### config.mk
export PLATFORM = sky130hd
export DESIGN_NAME = ray_generator
export DESIGN_NICKNAME = d
export VERILOG_FILES = /design/src/rtl/ray_pkg.sv /design/src/rtl/raster_counter.sv /design/src/rtl/ray_generator.sv
export SDC_FILE = /design/constraint.sdc
export NUM_CORES = 1
export LEC_CHECK = 0
export ABC_AREA = 1
export BUFFER_PORTS_ARGS = -buffer_cell sky130_fd_sc_hd__buf_2
export CORE_ASPECT_RATIO = 0.6
export CORE_MARGIN = 3
export CORE_UTILIZATION = 35
export CTS_BUF_LIST = sky130_fd_sc_hd__clkbuf_8
export DETAILED_ROUTE_END_ITERATION = 10
export PLACE_DENSITY = 0.63
export SLEW_MARGIN = 30
export SYNTH_ARGS = -nofsm -noshare
export SYNTH_HDL_FRONTEND = slang
export SYNTH_SLANG_ARGS = --single-unit
export TNS_END_PERCENT = 50
### constraint.sdc
create_clock -name clock -period 2.3 [get_ports clock]
set_input_delay 0.46 -clock clock [delete_from_list [all_inputs] [get_ports clock]]
set_output_delay 0.46 -clock clock [all_outputs]
set_load 0.1 [all_outputs]
### src/rtl/ray_pkg.sv
// Shared types and constants for the camera ray generator.
package ray_pkg;

  localparam int D_BITS = 32;
  localparam int Q_BITS = 10;

  localparam int RAY_OX = 0;
  localparam int RAY_OY = 1;
  localparam int RAY_OZ = 2;
  localparam int RAY_DX = 3;
  localparam int RAY_DY = 4;
  localparam int RAY_DZ = 5;

  typedef enum logic [1:0] {
    IDLE,
    RUN,
    DONE
  } gen_state_t;

endpackage

### src/rtl/raster_counter.sv
// Raster-order pixel position counter. Advances one pixel per enabled cycle
// and flags the end of a row and the end of the frame.
module raster_counter #(
  parameter int H_RES = 32,
  parameter int V_RES = 32
) (
  input  logic clock,
  input  logic reset,
  input  logic clear,
  input  logic en,
  output logic row_wrap,
  output logic last
);

  localparam int PX_W = (H_RES > 1) ? $clog2(H_RES) : 1;
  localparam int PY_W = (V_RES > 1) ? $clog2(V_RES) : 1;

  logic [PX_W-1:0] px_q, px_d;
  logic [PY_W-1:0] py_q, py_d;

  assign row_wrap = (px_q == PX_W'(H_RES - 1));
  assign last     = row_wrap && (py_q == PY_W'(V_RES - 1));

  // NOTE: defaulting every _d to its _q first keeps this block latch-free.
  always_comb begin
    px_d = px_q;
    py_d = py_q;
    if (clear) begin
      px_d = '0;
      py_d = '0;
    end else if (en) begin
      if (row_wrap) begin
        px_d = '0;
        py_d = last ? '0 : py_q + 1'b1;
      end else begin
        px_d = px_q + 1'b1;
      end
    end
  end

  // NOTE: state is updated with <= so every flop samples pre-edge values.
  always_ff @(posedge clock) begin
    if (reset) begin
      px_q <= '0;
      py_q <= '0;
    end else begin
      px_q <= px_d;
      py_q <= py_d;
    end
  end

endmodule

### src/rtl/ray_generator.sv
// Camera ray source: emits one primary ray per pixel in raster order into the
// ray tracer input FIFO, honouring in_full backpressure.
module ray_generator
  import ray_pkg::*;
#(
  parameter int H_RES    = 32,
  parameter int V_RES    = 32,
  parameter int CNT_BITS = $clog2(H_RES * V_RES + 1)
) (
  input  logic                clock,
  input  logic                reset,
  input  logic                start,
  input  logic [D_BITS-1:0]   cam_pos  [3],
  input  logic [D_BITS-1:0]   dir_base [3],
  input  logic [D_BITS-1:0]   step_x,
  input  logic [D_BITS-1:0]   step_y,
  input  logic                in_full,
  output logic                in_wr_en,
  output logic [D_BITS-1:0]   ray_out  [6],
  output logic                busy,
  output logic                done,
  output logic [CNT_BITS-1:0] ray_count
);

  gen_state_t          state_q, state_d;
  logic [D_BITS-1:0]   org_q [3];
  logic [D_BITS-1:0]   org_d [3];
  logic [D_BITS-1:0]   dir_x_q, dir_x_d, dir_y_q, dir_y_d, dir_z_q, dir_z_d;
  logic [D_BITS-1:0]   base_x_q, base_x_d, step_x_q, step_x_d, step_y_q, step_y_d;
  logic [CNT_BITS-1:0] count_q, count_d;
  logic                clear, row_wrap, last;

  raster_counter #(
    .H_RES(H_RES),
    .V_RES(V_RES)
  ) u_raster (
    .clock   (clock),
    .reset   (reset),
    .clear   (clear),
    .en      (in_wr_en),
    .row_wrap(row_wrap),
    .last    (last)
  );

  always_comb begin
    state_d  = state_q;
    org_d    = org_q;
    dir_x_d  = dir_x_q;
    dir_y_d  = dir_y_q;
    dir_z_d  = dir_z_q;
    base_x_d = base_x_q;
    step_x_d = step_x_q;
    step_y_d = step_y_q;
    count_d  = count_q;
    clear    = 1'b0;
    in_wr_en = (state_q == RUN) && !in_full;

    case (state_q)
      IDLE: begin
        if (start) begin
          state_d  = RUN;
          org_d    = cam_pos;
          dir_x_d  = dir_base[0];
          dir_y_d  = dir_base[1];
          dir_z_d  = dir_base[2];
          base_x_d = dir_base[0];
          step_x_d = step_x;
          step_y_d = step_y;
          count_d  = '0;
          clear    = 1'b1;
        end
      end
      RUN: begin
        if (in_wr_en) begin
          count_d = count_q + 1'b1;
          if (row_wrap) begin
            dir_x_d = base_x_q;
            dir_y_d = dir_y_q + step_y_q;
          end else begin
            dir_x_d = dir_x_q + step_x_q;
          end
          if (last) state_d = DONE;
        end
      end
      DONE:    state_d = IDLE;
      default: state_d = IDLE;
    endcase
  end

  always_ff @(posedge clock) begin
    if (reset) begin
      state_q  <= IDLE;
      // NOTE: these are plain registers, not RAM, so they take reset like any flop.
      org_q    <= '{default: '0};
      dir_x_q  <= '0;
      dir_y_q  <= '0;
      dir_z_q  <= '0;
      base_x_q <= '0;
      step_x_q <= '0;
      step_y_q <= '0;
      count_q  <= '0;
    end else begin
      state_q  <= state_d;
      org_q    <= org_d;
      dir_x_q  <= dir_x_d;
      dir_y_q  <= dir_y_d;
      dir_z_q  <= dir_z_d;
      base_x_q <= base_x_d;
      step_x_q <= step_x_d;
      step_y_q <= step_y_d;
      count_q  <= count_d;
    end
  end

  assign ray_out[RAY_OX] = org_q[0];
  assign ray_out[RAY_OY] = org_q[1];
  assign ray_out[RAY_OZ] = org_q[2];
  assign ray_out[RAY_DX] = dir_x_q;
  assign ray_out[RAY_DY] = dir_y_q;
  assign ray_out[RAY_DZ] = dir_z_q;
  assign busy            = (state_q == RUN);
  assign done            = (state_q == DONE);
  assign ray_count       = count_q;

endmodule

# [Word level (Yosys, flattened, before mapping)]
# Index checks and enable logic that the tools add are counted.
[word_totals] register_bits=311 input_bits=260 output_inout_bits=206
[classes] add_sub_neg=5 reduce_logical=11 n_mux=19 eq_ne=8
[op_table] cell="two-way mux 32 bit" n=6
[op_table] cell="one-hot mux 32 bit (2 select lines)" n=2
[op_table] cell="adder 32 bit" n=2
[op_table] cell="two-way mux 11 bit" n=2
[op_table] cell="one-hot mux 11 bit (2 select lines)" n=1
[op_table] cell="adder 11 x 1 -> 11 bit (second input constant)" n=1
[op_table] cell="adder 5 x 1 -> 5 bit (second input constant)" n=2
[op_table] cell="== test 5 bit (second input constant)" n=2
[op_table] cell="two-way mux 5 bit" n=2
[op_table] cell="two-way mux 2 bit" n=3
[op_table] cell="AND reduction 3 bit" n=2
[op_table] cell="inequality test 2 x 1 -> 1 bit (second input constant)" n=2
[op_table] cell="inequality test 2 bit (second input constant)" n=2
[op_table] cell="one-hot mux 2 bit (2 select lines)" n=1
[op_table] cell="AND reduction 2 bit" n=2
[op_table] cell="AND reduction 4 bit" n=1
[op_table] cell="== test 2 x 1 -> 1 bit (second input constant)" n=1
[op_table] cell="== test 2 bit (second input constant)" n=1
[op_table] cell="logical AND 1 bit" n=2
[op_table] cell="zero test 2 bit" n=1
[op_table] cell="two-way mux 1 bit" n=2
[op_table] cell="nonzero test 2 bit" n=1
[op_table] cell="OR reduction 2 bit" n=1
[op_table] cell="zero test 1 bit" n=1

# [Depth between registers and ports, before layout]
[depth] word_depth=5 mapped_depth=15 mapped_depth_nobuf=15

# [Hierarchy]
# Synthesis repeated with hierarchy kept, for this count alone.
[unflattened] cells_unflattened=2550 hier_area_um2=16438.3
[by_module_without_submodules] mod="ray_generator" area_each_um2=15870.2 cells_each=2477 instances=1
[by_module_without_submodules] mod="raster_counter" area_each_um2=568.0 cells_each=73 instances=1

# [Least setup slack after synthesis]
# No wires, ideal clock.
[synth_path] kind="register to register" start="register dir_x_q[0]" end="register dir_x_q[22]" setup_slack_ns=-0.141 setup_ns=0.132 path_stages_with_launch=14 arrival_ns=2.309 synth_period_minus_slack_ns=2.441 cell_sequence="dfxtp_1 ha_1 fa_1 nand3_1 nand3_1 nand2_1 nand2_1 nand2_1 nand2_1 nand2_1 nand3_1 nand3_1 nand2_1 a21oi_1"
[synth_between] elab_chain_len=4
[synth_rtl] element="from (decl)" line="ray_generator.sv:28" text="logic [D_BITS-1:0] dir_x_q, dir_x_d, dir_y_q, dir_y_d, dir_z_q, dir_z_d;"
[synth_rtl] element="from (signal assigned)" line="ray_generator.sv:105" text="dir_x_q <= dir_x_d;"
[synth_rtl] element="adder 32 bit" line="ray_generator.sv:80" text="dir_x_d = dir_x_q + step_x_q;"
[synth_rtl] element="two-way mux 32 bit" line="ray_generator.sv:76" text="if (row_wrap) begin"
[synth_rtl] element="two-way mux 32 bit" line="ray_generator.sv:74" text="if (in_wr_en) begin"
[synth_rtl] element="one-hot mux 32 bit (2 select lines)" line="ray_generator.sv:58" text="case (state_q)"
# Every way passes these cells. The select of a mux whose other input is x is not followed.
# A chain may end at the register's enable or synchronous reset.

# [Final worst setup path]
[layout_path] start="register state_q[1]" end="output port busy"
[layout_between] elab_chain_len=1
[layout_rtl] element="from (decl)" line="ray_generator.sv:25" text="gen_state_t state_q, state_d;"
[layout_rtl] element="from (signal assigned)" line="ray_generator.sv:103" text="state_q <= state_d;"
[layout_rtl] element="== test 2 x 1 -> 1 bit" line="ray_generator.sv:121" text="assign busy = (state_q == RUN);"
[layout_rtl] element="to (decl)" line="ray_generator.sv:20" text="output logic busy,"
# Every way passes these cells.

==> flow_metrics.env <==
export IMPL_status="completed"
export IMPL_rrSetupSlack_ps=130
export IMPL_crit_buf_inv=3
export IMPL_drt_iter0_drc=1268
export IMPL_syn_nets=2869
export IMPL_cts_made_buffers=50
export IMPL_ios=466
export IMPL_gp_congestion=0.970
export IMPL_r2r_end="dir_x_q[26]"
export IMPL_ir_worst_vdd_v=0.000518
export IMPL_synth_edff_count=0
export IMPL_hold_path_startpoint="step_x[21]"
export IMPL_fin_area_um2=20800
export IMPL_yosysSeqAreaShare_pct=38.0
export IMPL_crit_required_ps=1840
export IMPL_dieArea_um2=49500
export IMPL_clk_latency_ps=620
export IMPL_synth_ff_type="dfxtp_1"
export IMPL_synth_area_um2=16400
export IMPL_endpoint_kind="output port"
export IMPL_hold_depth=3
export IMPL_whs_ps=97.8
export IMPL_hold_viol=0
export IMPL_yosys_warnings=0
export IMPL_fin_nets=3324
export IMPL_placed_cell_area_um2=19600
export IMPL_synth_area_leader_cell="dfxtp_1"
export IMPL_hold_end="step_x_q[21]"
export IMPL_drc=0
export IMPL_fillers=4823
export IMPL_powerDensity_nw_per_um2=795
export IMPL_vias_per_cell=4.86
export IMPL_worst_endpoint_arrival_ps=1740
export IMPL_fin_crit_ps=2200
export IMPL_worst_path_max_fanout=18
export IMPL_cap_violations=0
export IMPL_r2r_cells=10
export IMPL_synth_area_leaders="dfxtp_1 38%, nand2_1 13%, nor2_1 12%"
export IMPL_path_common_cell="inv_2"
export IMPL_route_vias_total=17800
export IMPL_synthTopCellsByCount="576 x nand2_1, 528 x nor2_1, 311 x dfxtp_1"
export IMPL_postSynthAreaPerCell_um2=6.44
export IMPL_grt_ovfl_total=0
export IMPL_max_stage_delay_ps=330
export IMPL_cts_max_level=2
export IMPL_final_setup_viol_count=0
export IMPL_fin_crit_sh_pct=95.8
export IMPL_fin_worst_skew_ps=44.6
export IMPL_clk_pin_slew_ps=70
export IMPL_reg2reg_from="dir_x_q[24]"
export IMPL_tns_ps=0
export IMPL_max_slew_margin_rel_pct=60.1
export IMPL_dr_pass1_iters=5
export IMPL_ys_seq_elements=311
export IMPL_slowest_stage="inv_2"
export IMPL_rows=60
export IMPL_power_internal_mw=9.85
export IMPL_grt_pass1_vias=16300
export IMPL_drive_gt1_share_pct=21.8
export IMPL_power_leakage_nw=10.8
export IMPL_cp_top_family="buffers and inverters"
export IMPL_die_w_um=285
export IMPL_path_cells="inv_2 -> nand2_8 -> inv_2 -> buf_12"
export IMPL_portBuffers=465
export IMPL_core_um2=45500
export IMPL_p_sw_share_pct=40.4
export IMPL_slew_violations=0
export IMPL_antenna_left=0
export IMPL_clockRootBuffer="clkbuf_8"
export IMPL_synth_cell_type_count=39
export IMPL_syn_to_final_growth_pct=26.9
export IMPL_yosys_cell_count_top_type="nand2_1"
export IMPL_cts_sinks=311
export IMPL_synthArstFlopShare_pct=0
export IMPL_fmax_ghz=0.454
export IMPL_grt_pass1_wl_um=94600
export IMPL_postSynthCellCount=2540
export IMPL_power_frac_comb_pct=30.6
export IMPL_tritoncts="built"
export IMPL_antenna_found_initial=7
export IMPL_p_sw_mw=6.67
export IMPL_seq_power_share_pct=37.1
export IMPL_clkPwrFrac_pct=32.3
export IMPL_grtUsageTotal_pct=24.0
export IMPL_place_hpwl_um=48000
export IMPL_p_total_mw=16.5
export IMPL_netlist_area_leader_share_pct=38.0
export IMPL_wire_per_inst_um=17.0
export IMPL_rsz0062_at_grt="yes"
export IMPL_initial_core_util_pct=36.0
export IMPL_clk_path_buf_depth=3
export IMPL_worst_pin_slew_ps=603
export IMPL_critPathKind="register to output port"
export IMPL_start_kind="register"
export IMPL_grt_max_degree=103
export IMPL_min_path_type="input port to register"
export IMPL_wl_um=62100
export IMPL_die_h_um=174
## layer usage
layer  global-route usage [%]  part of all wire [%]
met3                     6.10                   8.8
met5                        0                  0.10
met2                     34.5                    41
met4                     5.77                   2.0
met1                     35.5                    48
## how the worst max path moves through the flow
stage | startpoint | end | cells after the start
global route | dir_y_q[19] | dir_y_q[20] | 11
detailed placement | dir_y_q[0] | dir_y_q[28] | 12
finish | state_q[1] | busy | 4
CTS | state_q[1] | in_wr_en | 5
floorplan | dir_y_q[7] | dir_y_q[29] | 13
global placement | dir_y_q[0] | dir_y_q[28] | 12
## cell type report
class / instances / area (µm²) / area share, %
clock buffers: 64 / 881 / 4.24
well taps: 620 / 776 / 3.73
clock inverters: 28 / 220 / 1.06
inverters: 304 / 1150 / 5.54
multi-input cells: 1816 / 8670 / 41.7
repair buffers: 512 / 2810 / 13.5
flip-flops and latches: 311 / 6260 / 30.1
diodes: 2 / 5.00 / 0.0241
## worst min-delay path: stages
cell	delay, ps
buf_2	70
o21ai_0	70
nor2_1	70
## metrics by stage
step / utilization (%) / setup slack [ps] / instances
global route: 45.7 / -11.1 / 3656
CTS: 45.5 / 10.3 / 3653
finish: 45.7 / 96.4 / 3657
global placement: 43.0 / 4.18 / 3561
detailed placement: 43.0 / -52.9 / 3561
floorplan: - / -24.3 / 2540
## placed cells by master, fill, tap and decap left out, types with 6 or more instances in the layout
master,netlist,routed
inv_1,298,307
ha_1,67,64
nor2_1,528,523
xor2_1,23,23
dfxtp_1,311,285
nor3_1,21,20
buf_12,0,10
o21ai_0,254,253
a31oi_1,12,12
a22o_1,21,21
clkbuf_8,0,64
nand4_1,11,11
buf_4,1,38
nand3_1,93,89
buf_2,11,463
dfxtp_2,0,26
and2_1,6,6
clkinv_2,0,10
nand2_1,576,571
a21oi_1,167,166
## sequential cells by signal (all words and copies together) (netlist names)
name           flops
base_x_q          32
dir_x_q           32
dir_y_q           32
dir_z_q           32
ray_count         11
ray_out           96
state_q            2
step_x_q          32
step_y_q          32
u_raster.px_q      5
u_raster.py_q      5
## cell families (layout without fill, tap and decap cells)
family	count (synthesis)	after routing	synth area share, %
AOI/OAI and AO/OA	468	468	15.1
buffers and inverters	413	908	9.62
other	0	2	0
adders and majority gates	69	69	5.37
and+or+nand+nor	1252	1252	30.4
DFF	311	311	38.0
xor gates and xnor gates	27	27	1.44
## power groups by stage
stage / logic [mW] / registers (mW) / clock network, mW
floorplan: 1.69 / 8.27 / 0
global placement: 5.00 / 6.21 / 0
finish: 5.06 / 6.12 / 5.34
detailed placement: 5.02 / 6.23 / 0
CTS: 5.03 / 6.12 / 5.48
global route: 5.41 / 6.17 / 5.74
## repair_timing
action	CTS	global route
endpoints found under the setup margin	4	29
resized for setup	8	22
pin swaps	1	2
hold buffers	0	0
setup buffers	0	2
(Power assumes the default switching activity.)
